File: src/rtl/instruction_fetch_stage_pkg.sv
// Shared constants and types for the MIPS instruction fetch stage.
// NOP encoding, text-segment defaults, word size and the RUN/FAULT state type.
package instruction_fetch_stage_pkg;

    localparam logic [31:0] NOP               = 32'h0000_0000;
    localparam logic [31:0] DEFAULT_TEXT_BASE = 32'h0040_0000;
    localparam logic [31:0] DEFAULT_RESET_PC  = 32'h0040_0000;
    localparam int          WORD_BYTES        = 4;

    // FAULT is only left through reset.
    typedef enum logic {
        RUN   = 1'b0,
        FAULT = 1'b1
    } fetch_state_t;

endpackage

File: src/rtl/instruction_fetch_stage_pipeline_register.sv
// Generic pipeline register with load enable and synchronous clear.
// Both reset and clear load RESET_VALUE; clear wins over enable.
module pipeline_register #(
    parameter int               WIDTH       = 32,
    parameter logic [WIDTH-1:0] RESET_VALUE = '0
) (
    input  logic             clk,
    input  logic             reset,
    input  logic             enable,
    input  logic             clear,
    input  logic [WIDTH-1:0] d,
    output logic [WIDTH-1:0] q
);

    always_ff @(posedge clk) begin
        if (reset || clear) begin
            q <= RESET_VALUE;
        end else if (enable) begin
            q <= d;
        end
    end

endmodule

File: src/rtl/instruction_fetch_stage.sv
// IF stage: owns the PC, drives the combinational program memory and fills IF/ID.
// Handles stall, flush, redirect and a sticky fault on illegal fetch addresses.
module instruction_fetch_stage
    import instruction_fetch_stage_pkg::*;
#(
    parameter int                    DATA_WIDTH   = 32,
    parameter int                    MEMORY_DEPTH = 51,
    parameter logic [DATA_WIDTH-1:0] TEXT_BASE    = DATA_WIDTH'(DEFAULT_TEXT_BASE),
    parameter logic [DATA_WIDTH-1:0] RESET_PC     = DATA_WIDTH'(DEFAULT_RESET_PC)
) (
    input  logic                  clk,
    input  logic                  reset,
    input  logic                  stall,
    input  logic                  flush,
    input  logic                  redirect_valid,
    input  logic [DATA_WIDTH-1:0] redirect_target,
    output logic [DATA_WIDTH-1:0] imem_address,
    input  logic [DATA_WIDTH-1:0] imem_instruction,
    output logic [DATA_WIDTH-1:0] pc,
    output logic [DATA_WIDTH-1:0] if_id_instruction,
    output logic [DATA_WIDTH-1:0] if_id_pc_plus4,
    output logic                  if_id_valid,
    output logic                  fetch_fault
);

    localparam logic [DATA_WIDTH-1:0] TEXT_BYTES = DATA_WIDTH'(MEMORY_DEPTH * WORD_BYTES);
    localparam logic [DATA_WIDTH-1:0] STEP       = DATA_WIDTH'(WORD_BYTES);

    fetch_state_t          state;
    logic [DATA_WIDTH-1:0] pc_plus4;
    logic [DATA_WIDTH-1:0] pc_next;
    logic                  pc_invalid;
    logic                  pc_enable;
    logic                  if_id_enable;
    logic                  if_id_clear;
    logic                  fault_set;

    // The unsigned offset makes a PC below TEXT_BASE wrap to a huge value and fail the bound.
    always_comb begin
        imem_address = pc - TEXT_BASE;
        pc_plus4     = pc + STEP;
        pc_invalid   = (pc[1:0] != 2'b00) || (imem_address >= TEXT_BYTES);
    end

    always_comb begin
        pc_enable    = 1'b0;
        pc_next      = pc_plus4;
        if_id_enable = 1'b0;
        if_id_clear  = 1'b0;
        fault_set    = 1'b0;
        if (state == FAULT) begin
            if_id_clear = 1'b1;
        end else if (redirect_valid) begin
            pc_enable   = 1'b1;
            pc_next     = redirect_target;
            if_id_clear = 1'b1;
        end else if (pc_invalid) begin
            fault_set   = 1'b1;
            if_id_clear = 1'b1;
        end else if (stall) begin
            if_id_clear = flush;
        end else if (flush) begin
            pc_enable   = 1'b1;
            if_id_clear = 1'b1;
        end else begin
            pc_enable    = 1'b1;
            if_id_enable = 1'b1;
        end
    end

    pipeline_register #(.WIDTH(DATA_WIDTH), .RESET_VALUE(RESET_PC)) u_pc (
        .clk(clk), .reset(reset), .enable(pc_enable), .clear(1'b0),
        .d(pc_next), .q(pc)
    );

    pipeline_register #(.WIDTH(DATA_WIDTH), .RESET_VALUE(DATA_WIDTH'(NOP))) u_if_id_instruction (
        .clk(clk), .reset(reset), .enable(if_id_enable), .clear(if_id_clear),
        .d(imem_instruction), .q(if_id_instruction)
    );

    pipeline_register #(.WIDTH(DATA_WIDTH), .RESET_VALUE('0)) u_if_id_pc_plus4 (
        .clk(clk), .reset(reset), .enable(if_id_enable), .clear(if_id_clear),
        .d(pc_plus4), .q(if_id_pc_plus4)
    );

    pipeline_register #(.WIDTH(1), .RESET_VALUE(1'b0)) u_if_id_valid (
        .clk(clk), .reset(reset), .enable(if_id_enable), .clear(if_id_clear),
        .d(1'b1), .q(if_id_valid)
    );

    always_ff @(posedge clk) begin
        if (reset) begin
            state <= RUN;
        end else begin
            case (state)
                RUN:     if (fault_set) state <= FAULT;
                FAULT:   state <= FAULT;
                default: state <= RUN;
            endcase
        end
    end

    assign fetch_fault = (state == FAULT);

endmodule

File: config.mk
export PLATFORM = sky130hd
export DESIGN_NAME = instruction_fetch_stage
export DESIGN_NICKNAME = d
export VERILOG_FILES = /design/src/rtl/instruction_fetch_stage_pkg.sv /design/src/rtl/instruction_fetch_stage_pipeline_register.sv /design/src/rtl/instruction_fetch_stage.sv
export SDC_FILE = /design/constraint.sdc
export NUM_CORES = 1
export LEC_CHECK = 0
export ABC_CLOCK_PERIOD_IN_PS = 4200
export BUFFER_PORTS_ARGS = -buffer_cell sky130_fd_sc_hd__buf_4
export CORE_UTILIZATION = 30
export DETAILED_ROUTE_END_ITERATION = 7
export PLACE_DENSITY = 0.61
export RECOVER_POWER = 100
export SYNTH_ARGS = -nofsm -noshare
export SYNTH_HDL_FRONTEND = slang
export SYNTH_SLANG_ARGS = --single-unit
File: constraint.sdc
create_clock -name clk -period 4.2 [get_ports clk]
set_clock_uncertainty 0.15 [all_clocks]
set_input_delay 0.21 -clock clk [delete_from_list [all_inputs] [get_ports clk]]
set_output_delay 0.21 -clock clk [all_outputs]
set_load 0.05 [all_outputs]
Word level (Yosys, flattened, before mapping)
Cells that the tools add are included.
{ "totals": {"regBits": 98, "input_bits": 69, "out_inout_bits": 130, "wordCells": 33} }
{ "op_classes": {"n_addsub": 2, "order_cmp": 1, "n_mux": 21, "bitwise": 1, "n_reduce_logical": 3} }
{ "op_table": {"columns": ["operator", "count"], "rows": [
  ["$mux 32", 2],
  ["$add 32x3->32 const B", 1],
  ["$ge 32x8->1 const B", 1],
  ["$sub 32x23->32 const B", 1],
  ["$mux 1", 18],
  ["$logic_or 1x1->1", 2],
  ["$pmux 1 s2", 1],
  ["$reduce_bool 2->1", 1],
  ["$not 1->1", 1]
]} }

Longest topological paths before layout
Gate-level depths: netlist of the first run.
{ "depth": {"ltp_word": 8, "mapped_depth": 10, "ltp_nobuf": 8} }

By module
A second synthesis of the first run with hierarchy kept.
{ "unflattened": {"cells_unflattened": 524, "area_unflattened_um2": 5063.6} }
{ "by_module_without_submodules": {"columns": ["mod", "n_inst", "cells_each", "area_per_inst_um2", "seq_area_each_um2"], "rows": [
  ["pipeline_register at u_if_id_instruction ...", 2, 105, 1156.1, 640.6],
  ["instruction_fetch_stage", 1, 206, 1547.7, 20.0],
  ["pipeline_register at u_pc", 1, 105, 1163.6, 640.6],
  ["pipeline_register at u_if_id_valid", 1, 3, 40.0, 20.0]
]} }

Worst setup path before layout of the first run
Ideal clock, no wire load.
{ "synth_path": {"path_type": "register -> register", "startpoint": "register u_pc.q[22]", "endpoint": "register u_pc.q[5]", "setup_ns": 0.091, "arrival_time_ns": 3.425, "required_time_ns": 3.959, "path_slack_ns": 0.534, "path_stages_with_launch": 10, "n_path_buf": 1, "synth_period_minus_slack_ns": 3.666, "path_cell_list": "dfxtp_1 inv_1 ha_1 or2_2 a221oi_1 o311ai_1 or4_1 buf_2 or3_1 a311oi_1"} }
{ "synth_via": {"elab_chain_len": 6} }
{ "synth_lines": {"columns": ["element", "line_no", "text"], "rows": [
  ["start, declared", "instruction_fetch_stage_pipeline_register.sv:12", "output logic [WIDTH-1:0] q"],
  ["start signal, assigned", "instruction_fetch_stage_pipeline_register.sv:17", "q <= RESET_VALUE;"],
  ["start signal, assigned", "instruction_fetch_stage_pipeline_register.sv:19", "q <= d;"],
  ["$sub 32x23->32", "instruction_fetch_stage.sv:40", "imem_address = pc - TEXT_BASE;"],
  ["via imem_address[22]", "instruction_fetch_stage.sv:17", "output logic [DATA_WIDTH-1:0] imem_address,"],
  ["$ge 32x8->1", "instruction_fetch_stage.sv:42", "pc_invalid = (pc[1:0] != 2'b00) || (imem_address >= TEXT_BYTES);"],
  ["$logic_or 1x1->1", "instruction_fetch_stage.sv:42", null],
  ["$mux 1", "instruction_fetch_stage.sv:57", "end else if (pc_invalid) begin"],
  ["$mux 1", "instruction_fetch_stage.sv:53", "end else if (redirect_valid) begin"],
  ["$mux 1", "instruction_fetch_stage.sv:51", "if (state == FAULT) begin"]
]} }
The timed path passes the listed nets, and every way through them passes these cells.
A chain may end at the register's enable or synchronous reset.

Worst setup path after layout of the first run
{ "layout_path": {"startpoint": "register u_pc.q[23]", "endpoint": "register u_pc.q[11]"} }
{ "layout_via": {"elab_chain_len": 6} }
{ "layout_lines": {"columns": ["element", "line_no"], "rows": [
  ["$sub 32x23->32", "instruction_fetch_stage.sv:40"],
  ["$ge 32x8->1", "instruction_fetch_stage.sv:42"],
  ["$logic_or 1x1->1", "instruction_fetch_stage.sv:42"],
  ["$mux 1", "instruction_fetch_stage.sv:57"],
  ["$mux 1", "instruction_fetch_stage.sv:53"],
  ["$mux 1", "instruction_fetch_stage.sv:51"]
]} }
No other way between the ends.

==> run_results.csv, run 1 <==
group,metric,value,unit
run_status,run_status,"finished, final reports clean",
sta,final-hold-violation-count,0,
critical_path,critical_path_required,4.29,ns
logic_synthesis,synth-xor-area-share,0.0311,
critical_path,crit_cells,8,
logic_synthesis,syn_nets,529,
pwr,p_leak,0.00220,µW
sta,grt_setup_unrepaired,"no",
logic_synthesis,synth_top_area_frac,0.497,
placed_design,place_congestion,0.827,
floorplan,die_h,117,µm
critical_path,slowest_delay,0.80,ns
critical_path,cp_top_family,"simple AND/OR/NAND/NOR gates",
critical_path,critPathArrivalTime,3.64,ns
clocking,path_clk_slew,0.07,ns
critical_path,rr_startpoint,"u_pc.q[23]$_SDFFE_PP0P_",
logic_synthesis,synth_common_cells,"101 x nand2_1, 98 x dfxtp_1, 49 x a21oi_1",
logic_synthesis,synthAdderAreaFrac,0.0127,
logic_synthesis,seq_area_frac_synth,0.497,
logic_synthesis,synth_ff_type,"dfxtp_1",
pwr,ir_worst_vdd,0.209,mV
critical_path,crit_buf_inv,1,
clocking,numCtsBuffers,9,
global_route,grt-ovfl-total,0,
logic_synthesis,yosys.area_share.simple,0.234,
logic_synthesis,synth_top_family_by_area,"simple AND/OR/NAND/NOR gates",
placed_design,placed_area,5390,µm²
logic_synthesis,ys_seq_elements,98,
global_route,grt_pass1_wl,19.0,mm
logic_synthesis,synth_largest_area_cell,"dfxtp_1",
clocking,clock_sinks,98,
clocking,cts_root_buffer,"clkbuf_16",
cells_and_area,layout-drive-gt1-share,0.140,
global_route,grt_util_met3,0.0467,
clocking,cts_hold_buf,60,
logic_synthesis,syn_avg_cell_area,8.66,µm²
logic_synthesis,synthMuxAreaShare,0.00253,
floorplan,initial_core_util,0.310,
clocking,clk_latency,0.35,ns
logic_synthesis,ys_top_cells_by_area,"dfxtp_1 50%, nand2_1 9.6%, a21oi_1 6.2%",
sta,setup_slack,0.649,ns
global_route,grt.met2_usage,0.314,
global_route,grt_pass1_vias,3806,
clocking,clockBufferDepth,2,
cells_and_area,finish.instance_area,5790,µm²
sta,setup_viol,0,
cells_and_area,antenna_cells,0,
route,vias,3976,
critical_path,cpMaxStageDelayCell,"nor4_1",
placed_design,placedCellCount,777,
clocking,cts_tree,"done",
sta,fin_crit_sh,0.846,
sta,maxSlewViolCount,0,
critical_path,reg2reg_to,"u_pc.q[11]$_SDFFE_PP0P_",
logic_synthesis,synth_edf_count,0,
sta,fmax,282,MHz
placed_design,hpwl,8.48,mm
critical_path,setup.worst_path.start_class,"flip-flop",
hold_path,hold_class,"in2reg",
logic_synthesis,synth_most_common_cell,"nand2_1",
logic_synthesis,synth_compound_area_frac,0.141,
global_route,gr-usage-met1,0.216,
clocking,cts_setup_buffers,0,
critical_path,critPathCapture,"u_pc.q[11]$_SDFFE_PP0P_",
sta,slew_headroom,0.298,
global_route,antenna_found_initial,0,
route,wl,12.7,mm
critical_path,rrSetupSlack,0.65,ns
cells_and_area,final_cells,853,
logic_synthesis,async_reset_ff_frac,0,
logic_synthesis,netlist_instances,456,
route,drc,0,
clocking,cts_max_level,3,
route,drt-pass1-iter-count,4,
floorplan,die_area,13600,µm²
route,vias_per_cell,4.66,
pwr,p_per_area,384,nW/µm²
pwr,p_switching,669,µW
critical_path,critical_path_class,"reg2reg",
floorplan,core,12700,µm²
placed_design,numPortBuffers,198,
logic_synthesis,synth_area,3950,µm²
global_route,busiest_layer,"met2",
critical_path,worstRegToRegCells,8,
pwr,clkPwrFrac,0.371,
placed_design,pre_cts_slack,0.841,ns
logic_synthesis,yosysUniqueCellTypes,46,
logic_synthesis,yosysWarningCount,0,
run,max_cap_viol_count,0,
sta,final.setup.tns,0,ns
sta,finalCriticalPeriod,3.55,ns
critical_path,cp-end-kind,"flip-flop",
critical_path,cp_cell_sequence,"inv_1, ha_1, or2_2, a221oi_1, o311ai_0, nor4_1, nor3_2, a22o_1",
pwr,power_frac_seq,0.444,
clocking,post_cts_resized,0,
route,drt_iter0_drc,215,
pwr,combPwrFrac,0.186,
global_route,grt_max_degree,44,
floorplan,die_x,117,µm
floorplan,io_pins,199,
route,wl_per_cell,14.9,µm
sta,tightestPinTransition,1.05,ns
cells_and_area,nets,749,
critical_path,cp_max_fo,16,
route,ant_nets,0,
pwr,internal_power,1550,µW
floorplan,rows,41,
pwr,swShare,0.301,
cells_and_area,syn_to_final_growth,46.7,%
critical_path,crit_start,"u_pc.q[23]$_SDFFE_PP0P_",
global_route,grt_usage,0.184,
## flip-flops by register name, indices dropped and copies added (netlist names)
register	flops
u_if_id_instruction.q	32
u_if_id_pc_plus4.q	32
u_pc.q	32
fetch_fault	1
u_if_id_valid.q	1
## placed cells by master (no fill, tap or decap), types with 3 or more instances in the layout
cell type / instances
inv_1: 6
xnor2_1: 8
buf_4: 72
clkinvlp_4: 3
ha_1: 4
nor4_1: 6
nand4_1: 4
clkbuf_16: 9
nor2_1: 20
clkbuf_1: 131
nand2_1: 101
and3_1: 23
a211oi_1: 7
a311oi_1: 3
xor2_1: 6
or3_1: 7
a22o_1: 16
o21ai_0: 4
dlygate4sd3_1: 60
a21oi_1: 49
nand3_1: 4
nor3_1: 5
dfxtp_1: 98
## tightest hold or removal path: stages
cell	delay, ns
buf_4	0.11
nor2_1	0.09
a311oi_1	0.05
## power groups by stage
stage / logic [µW] / clock network [µW] / registers, µW
after detailed placement: 407 / 0 / 1010
after floorplan: 215 / 0 / 1060
final: 413 / 824 / 986
after global placement: 407 / 0 / 1010
after CTS: 453 / 854 / 987
after global routing: 438 / 893 / 991
## area by class of cell
| type | instances | area [µm²] |
|---|---|---|
| timing repair buffer | 262 | 1630 |
| multi-input combinational | 299 | 1670 |
| fill | 1340 | 6930 |
| clock inverter | 6 | 66.3 |
| clock buffer | 10 | 229 |
| sequential | 98 | 1960 |
| tap | 172 | 215 |
| inverter | 6 | 22.5 |
## logic make-up after synthesis
group                    after synthesis
AO/OA/AOI/OAI                         88
XOR/XNOR                              14
adder cells (fa/ha/maj)                4
buffers and inverters                 59
flip-flops                            98
multiplexers                           1
AND/OR/NAND/NOR                      192
## through the flow
stage | util | hold slack, ns | total power, µW
CTS | 0.494 | 0.00470 | 2290
floorplan | - | 0.178 | 1280
finish | 0.455 | 0.0130 | 2220
global placement | 0.424 | 0.271 | 1410
detailed placement | 0.424 | 0.273 | 1420
global route | 0.455 | 0.0225 | 2320
## worst min-delay path by stage
| stage | endpoint | cells past startpoint | start |
|---|---|---|---|
| 2_1_floorplan | u_pc.q[22]$_SDFFE_PP1P_ | 1 | redirect_target[22] |
| 3_3_place_gp | u_pc.q[8]$_SDFFE_PP0P_ | 2 | redirect_target[8] |
| 5_1_grt | u_pc.q[4]$_SDFFE_PP0P_ | 3 | redirect_target[4] |
| 6_report | u_pc.q[4]$_SDFFE_PP0P_ | 3 | redirect_target[4] |
| 3_5_place_dp | u_pc.q[29]$_SDFFE_PP0P_ | 2 | redirect_target[29] |
| 4_1_cts | u_pc.q[4]$_SDFFE_PP0P_ | 3 | redirect_target[4] |
## metal layers
layer / up-vias / share of wire
met3: 19 / 0.062
met5: - / 0
met2: 135 / 0.49
met1: 1837 / 0.43
met4: 0 / 0.020
li1: 1985 / -
Note: power is estimated with default switching activity, not from simulation.
==> inputs of run 2 (changes only) <==
ABC_CLOCK_PERIOD_IN_PS = 3000   (was 4200)
PLACE_DENSITY = 0.63   (was 0.61)
clock period = 3 ns   (was 4.2 ns; I/O delays follow)
==> run_results.csv, run 2 (synthesized netlist as in run 1, its figures left out) <==
group,metric,value,unit
clocking,clockBufferDepth,2,
critical_path,setup.worst_path.start_class,"flip-flop",
hold_path,hold_class,"in2reg",
sta,fmax,354,MHz
global_route,grt_usage,0.182,
pwr,p_per_area,511,nW/µm²
critical_path,reg2reg_to,"u_pc.q[6]$_SDFFE_PP0P_",
hold_path,min_from,"redirect_valid",
sta,setup_viol,0,
run,max_cap_viol_count,0,
sta,finalCriticalPeriod,2.82,ns
clocking,cts_root_buffer,"clkbuf_16",
cells_and_area,antenna_cells,0,
placed_design,placedCellCount,790,
sta,tightestPinTransition,1.05,ns
floorplan,io_pins,199,
sta,maxSlewViolCount,0,
critical_path,cp_max_fo,8,
clocking,cts_setup_buffers,0,
placed_design,numPortBuffers,198,
route,dr_wl_met3,738,µm
global_route,grt_max_degree,44,
cells_and_area,final_cells,880,
clocking,clk_latency,0.35,ns
pwr,power.total,3120,µW
floorplan,core,12700,µm²
sta,grt_setup_unrepaired,"no",
route,vias,4111,
sta,final-hold-violation-count,0,
cells_and_area,layout-drive-gt1-share,0.165,
clocking,cts_max_level,3,
route,met1_length,5.48,mm
route,wl_per_cell,14.5,µm
sta,slew_headroom,0.301,
critical_path,cp-end-kind,"flip-flop",
placed_design,pre_cts_slack,0.0556,ns
pwr,internal_power,2140,µW
sta,fin_crit_sh,0.941,
critical_path,crit_start,"u_pc.q[23]$_SDFFE_PP0P_",
critical_path,critPathArrivalTime,2.94,ns
floorplan,die_x,117,µm
route,vias_per_cell,4.67,
pwr,p_leak,0.00236,µW
global_route,grt_pass1_vias,3855,
clocking,path_clk_slew,0.07,ns
pwr,ir_worst_vdd,0.248,mV
cells_and_area,post-route-util,0.479,
route,highest_layer,"met4",
clocking,cts_tree,"done",
pwr,combPwrFrac,0.204,
cells_and_area,top_regs,"u_if_id_instruction.q x32, u_if_id_pc_plus4.q x32, u_pc.q x32",
pwr,power_frac_seq,0.439,
cells_and_area,fillers,1323,
cells_and_area,final_common_cell,"clkbuf_1",
sta,setup_slack,0.176,ns
route,drt_iter0_drc,147,
critical_path,critical_path_required,3.11,ns
route,drc,0,
route,routed-wl-met2,6.35,mm
placed_design,place_congestion,0.825,
critical_path,critPathCapture,"u_pc.q[6]$_SDFFE_PP0P_",
run_status,run_status,"finished, final reports clean",
global_route,grt-ovfl-total,0,
clocking,clock_sinks,98,
critical_path,critical_path_class,"reg2reg",
cells_and_area,nets,776,
floorplan,die_h,117,µm
critical_path,rr_startpoint,"u_pc.q[23]$_SDFFE_PP0P_",
critical_path,worstRegToRegCells,8,
floorplan,initial_core_util,0.310,
critical_path,rrSetupSlack,0.18,ns
route,drt-pass1-iter-count,4,
clocking,numCtsBuffers,9,
global_route,grt_pass1_wl,18.8,mm
pwr,p_switching,976,µW
floorplan,rows,41,
cells_and_area,syn_to_final_growth,54.4,%
pwr,clkPwrFrac,0.357,
cells_and_area,final_cell_mix,"128 x clkbuf_1, 101 x nand2_1, 96 x dfxtp_1",
floorplan,die_area,13600,µm²
route,wl,12.8,mm
global_route,antenna_found_initial,0,
route,ant_nets,0,
placed_design,hpwl,8.84,mm
pwr,swShare,0.313,
[run 2: how the worst min path moves through the flow]
| stage | endpoint | slack [ns] | cells after the start |
|---|---|---|---|
| floorplan | u_pc.q[22]$_SDFFE_PP1P_ | 0.12 | 1 |
| global placement | u_pc.q[21]$_SDFFE_PP0P_ | 0.21 | 2 |
| detailed placement | u_pc.q[22]$_SDFFE_PP1P_ | 0.22 | 2 |
| CTS | u_if_id_pc_plus4.q[2]$_SDFFE_PP0P_ | 0.04 | 4 |
| global route | u_if_id_pc_plus4.q[19]$_SDFFE_PP0P_ | 0.05 | 2 |
| finish | u_if_id_pc_plus4.q[2]$_SDFFE_PP0P_ | 0.05 | 4 |
[run 2: per-stage QoR]
stage | setup TNS, ns | area [µm²] | hold slack, ns
after floorplan | -0.531 | 4000 | 0.117
after global placement | 0 | 5550 | 0.211
after detailed placement | 0 | 5550 | 0.216
after CTS | 0 | 6580 | 0.0373
after global routing | 0 | 6100 | 0.0546
final | 0 | 6100 | 0.0518
[run 2: what timing repair did]
item | 4_1_cts | 5_1_grt
hold buffers | 74 | 0
setup endpoints to repair | 0 | 28
gates resized for setup | 0 | 3
endpoints found under the hold margin | 65 | 0
[run 2: critical path: stages, from the launching register on]
cell,delay (ns)
dfxtp_2,0.40
inv_1,0.15
ha_4,0.21
or2_4,0.22
a221oi_2,0.25
o311ai_2,0.16
or4_4,0.60
or3_1,0.33
a311oi_1,0.26
[run 2: layout make-up]
class	count	area, µm²	area share
Timing Repair Buffer	289	1900	0.312
Sequential cell	98	1970	0.323
Clock buffer	9	225	0.0369
Clock inverter	7	58.8	0.00965
Multi-Input combinational cell	299	1700	0.279
Inverter	6	26.3	0.00431
Tap cell	172	215	0.0353
[run 2: layer usage]
layer	vias to the layer above	GRT usage
li1	2044	-
met2	136	0.327
met1	1916	0.201
met4	0	0.0751
met5	-	0
met3	15	0.0519
[run 2: power groups by stage]
stage	combinational [µW]	sequential, µW	clock, µW
after floorplan	308	1490	0
after global placement	603	1400	0
after detailed placement	607	1400	0
after CTS	687	1370	1150
after global routing	671	1370	1200
final	634	1370	1110
==> inputs of run 3 (changes only) <==
ABC_CLOCK_PERIOD_IN_PS = 3500   (was 3000)
PLACE_DENSITY = 0.61   (was 0.63)
clock period = 3.5 ns   (was 3 ns; I/O delays follow)
==> run_results.csv, run 3 (synthesized netlist as in run 1, its figures left out) <==
group,metric,value,unit
route,drt-pass1-iter-count,4,
route,vias_per_cell,4.66,
critical_path,critical_path_class,"reg2reg",
route,ant_nets,0,
sta,fin_crit_sh,0.930,
run,max_cap_viol_count,0,
global_route,grt-ovfl-total,0,
cells_and_area,layout-drive-gt1-share,0.145,
pwr,p_per_area,478,nW/µm²
route,wl_per_cell,14.8,µm
global_route,grt_pass1_vias,3772,
sta,finalCriticalPeriod,3.26,ns
placed_design,place_congestion,0.852,
pwr,clkPwrFrac,0.405,
pwr,power_frac_seq,0.418,
cells_and_area,final_cell_mix,"130 x clkbuf_1, 101 x nand2_1, 97 x dfxtp_1",
pwr,power.total,2830,µW
sta,setup_viol,0,
critical_path,crit_start,"u_pc.q[23]$_SDFFE_PP0P_",
clocking,clock_sinks,98,
clocking,path_clk_slew,0.07,ns
pwr,ir_worst_vdd,0.224,mV
critical_path,crit_buf_inv,1,
clocking,cts_max_level,3,
floorplan,die_area,13600,µm²
pwr,internal_power,2040,µW
route,vias,4012,
clocking,cts_hold_buf,64,
critical_path,critical_path_required,3.59,ns
sta,final-hold-violation-count,0,
sta,slew_headroom,0.307,
placed_design,hpwl,8.44,mm
critical_path,critPathArrivalTime,3.35,ns
hold_path,hold_class,"in2reg",
global_route,grt_max_degree,44,
pwr,p_leak,0.00227,µW
sta,tightestPinTransition,1.03,ns
cells_and_area,syn_to_final_growth,50.1,%
pwr,swShare,0.282,
cells_and_area,final_common_cell,"clkbuf_1",
floorplan,initial_core_util,0.310,
cells_and_area,nets,757,
clocking,clk_latency,0.34,ns
run_status,run_status,"finished, final reports clean",
global_route,grt_pass1_wl,18.9,mm
critical_path,cp_max_fo,8,
floorplan,die_x,117,µm
clocking,cts_tree,"done",
sta,fmax,307,MHz
route,wl,12.8,mm
critical_path,cp_top_family,"simple AND/OR/NAND/NOR gates",
pwr,p_switching,799,µW
critical_path,rr_startpoint,"u_pc.q[23]$_SDFFE_PP0P_",
global_route,antenna_found_initial,0,
floorplan,io_pins,199,
route,drt_iter0_drc,195,
global_route,grt_usage,0.182,
critical_path,cpMaxStageDelayCell,"or4_1",
hold_path,min_from,"reset",
critical_path,setup.worst_path.start_class,"flip-flop",
cells_and_area,top_regs,"u_if_id_instruction.q x32, u_if_id_pc_plus4.q x32, u_pc.q x32",
pwr,combPwrFrac,0.176,
clocking,clockBufferDepth,2,
floorplan,core,12700,µm²
cells_and_area,antenna_cells,0,
clocking,cts_root_buffer,"clkbuf_16",
floorplan,die_h,117,µm
critical_path,slowest_delay,0.64,ns
clocking,cts_setup_buffers,0,
critical_path,cp-end-kind,"flip-flop",
placed_design,numPortBuffers,198,
sta,grt_setup_unrepaired,"no",
route,drc,0,
sta,final.setup.tns,0,ns
clocking,numCtsBuffers,9,
floorplan,rows,41,
critical_path,cp_cell_sequence,"inv_1, ha_1, or2_2, a221oi_1, o311ai_1, or4_1, or3_1, a311oi_1",
clocking,post_cts_resized,0,
sta,maxSlewViolCount,0,
run 3: power by group through the flow:
stage                     sequential [µW]  combinational, µW  clock [µW]
after CTS                            1190                548        1180
after global routing                 1190                529        1230
final                                1190                500        1150
after global placement               1210                486           0
after floorplan                      1280                258           0
after detailed placement             1210                489           0
run 3: final cells by class:
class	count	area [µm²]
inverter	6	26.3
timing repair buffer	270	1710
multi-input combinational	299	1660
sequential	98	1960
fill	1310	6800
clock inverter	6	113
clock buffer	10	239
tap	172	215
run 3: worst paths after layout:
path / endpoint / slack, ns / cells after the start
max: u_pc.q[5]$_SDFFE_PP0P_ / 0.24 / 8
min: u_pc.q[0]$_SDFFE_PP0P_ / 0.02 / 2
max reg2reg: u_pc.q[5]$_SDFFE_PP0P_ / 0.24 / 8
min reg2reg: u_if_id_instruction.q[0]$_SDFFE_PP0P_ / 0.30 / 2
run 3: stage by stage:
| stage | worst slack, ns | util | cells | hold WS [ns] | cell area, µm² |
|---|---|---|---|---|---|
| detailed placement | 0.226 | 0.428 | 781 | 0.238 | 5440 |
| global placement | 0.383 | 0.428 | 781 | 0.235 | 5440 |
| CTS | 0.200 | 0.506 | 861 | 0.0133 | 6430 |
| floorplan | 0.0402 | - | 456 | 0.143 | 3950 |
| global route | 0.0533 | 0.466 | 861 | 0.0306 | 5930 |
| finish | 0.245 | 0.466 | 861 | 0.0235 | 5930 |
run 3: layer usage:
layer | wire, µm | vias to the layer above | share of wire | GRT usage
met2 | 6170 | 139 | 0.48 | 0.312
met1 | 5560 | 1860 | 0.44 | 0.217
met5 | 0 | - | 0 | 0
met4 | 216 | 0 | 0.017 | 0.0768
li1 | - | 1998 | - | -
met3 | 812 | 15 | 0.064 | 0.0436
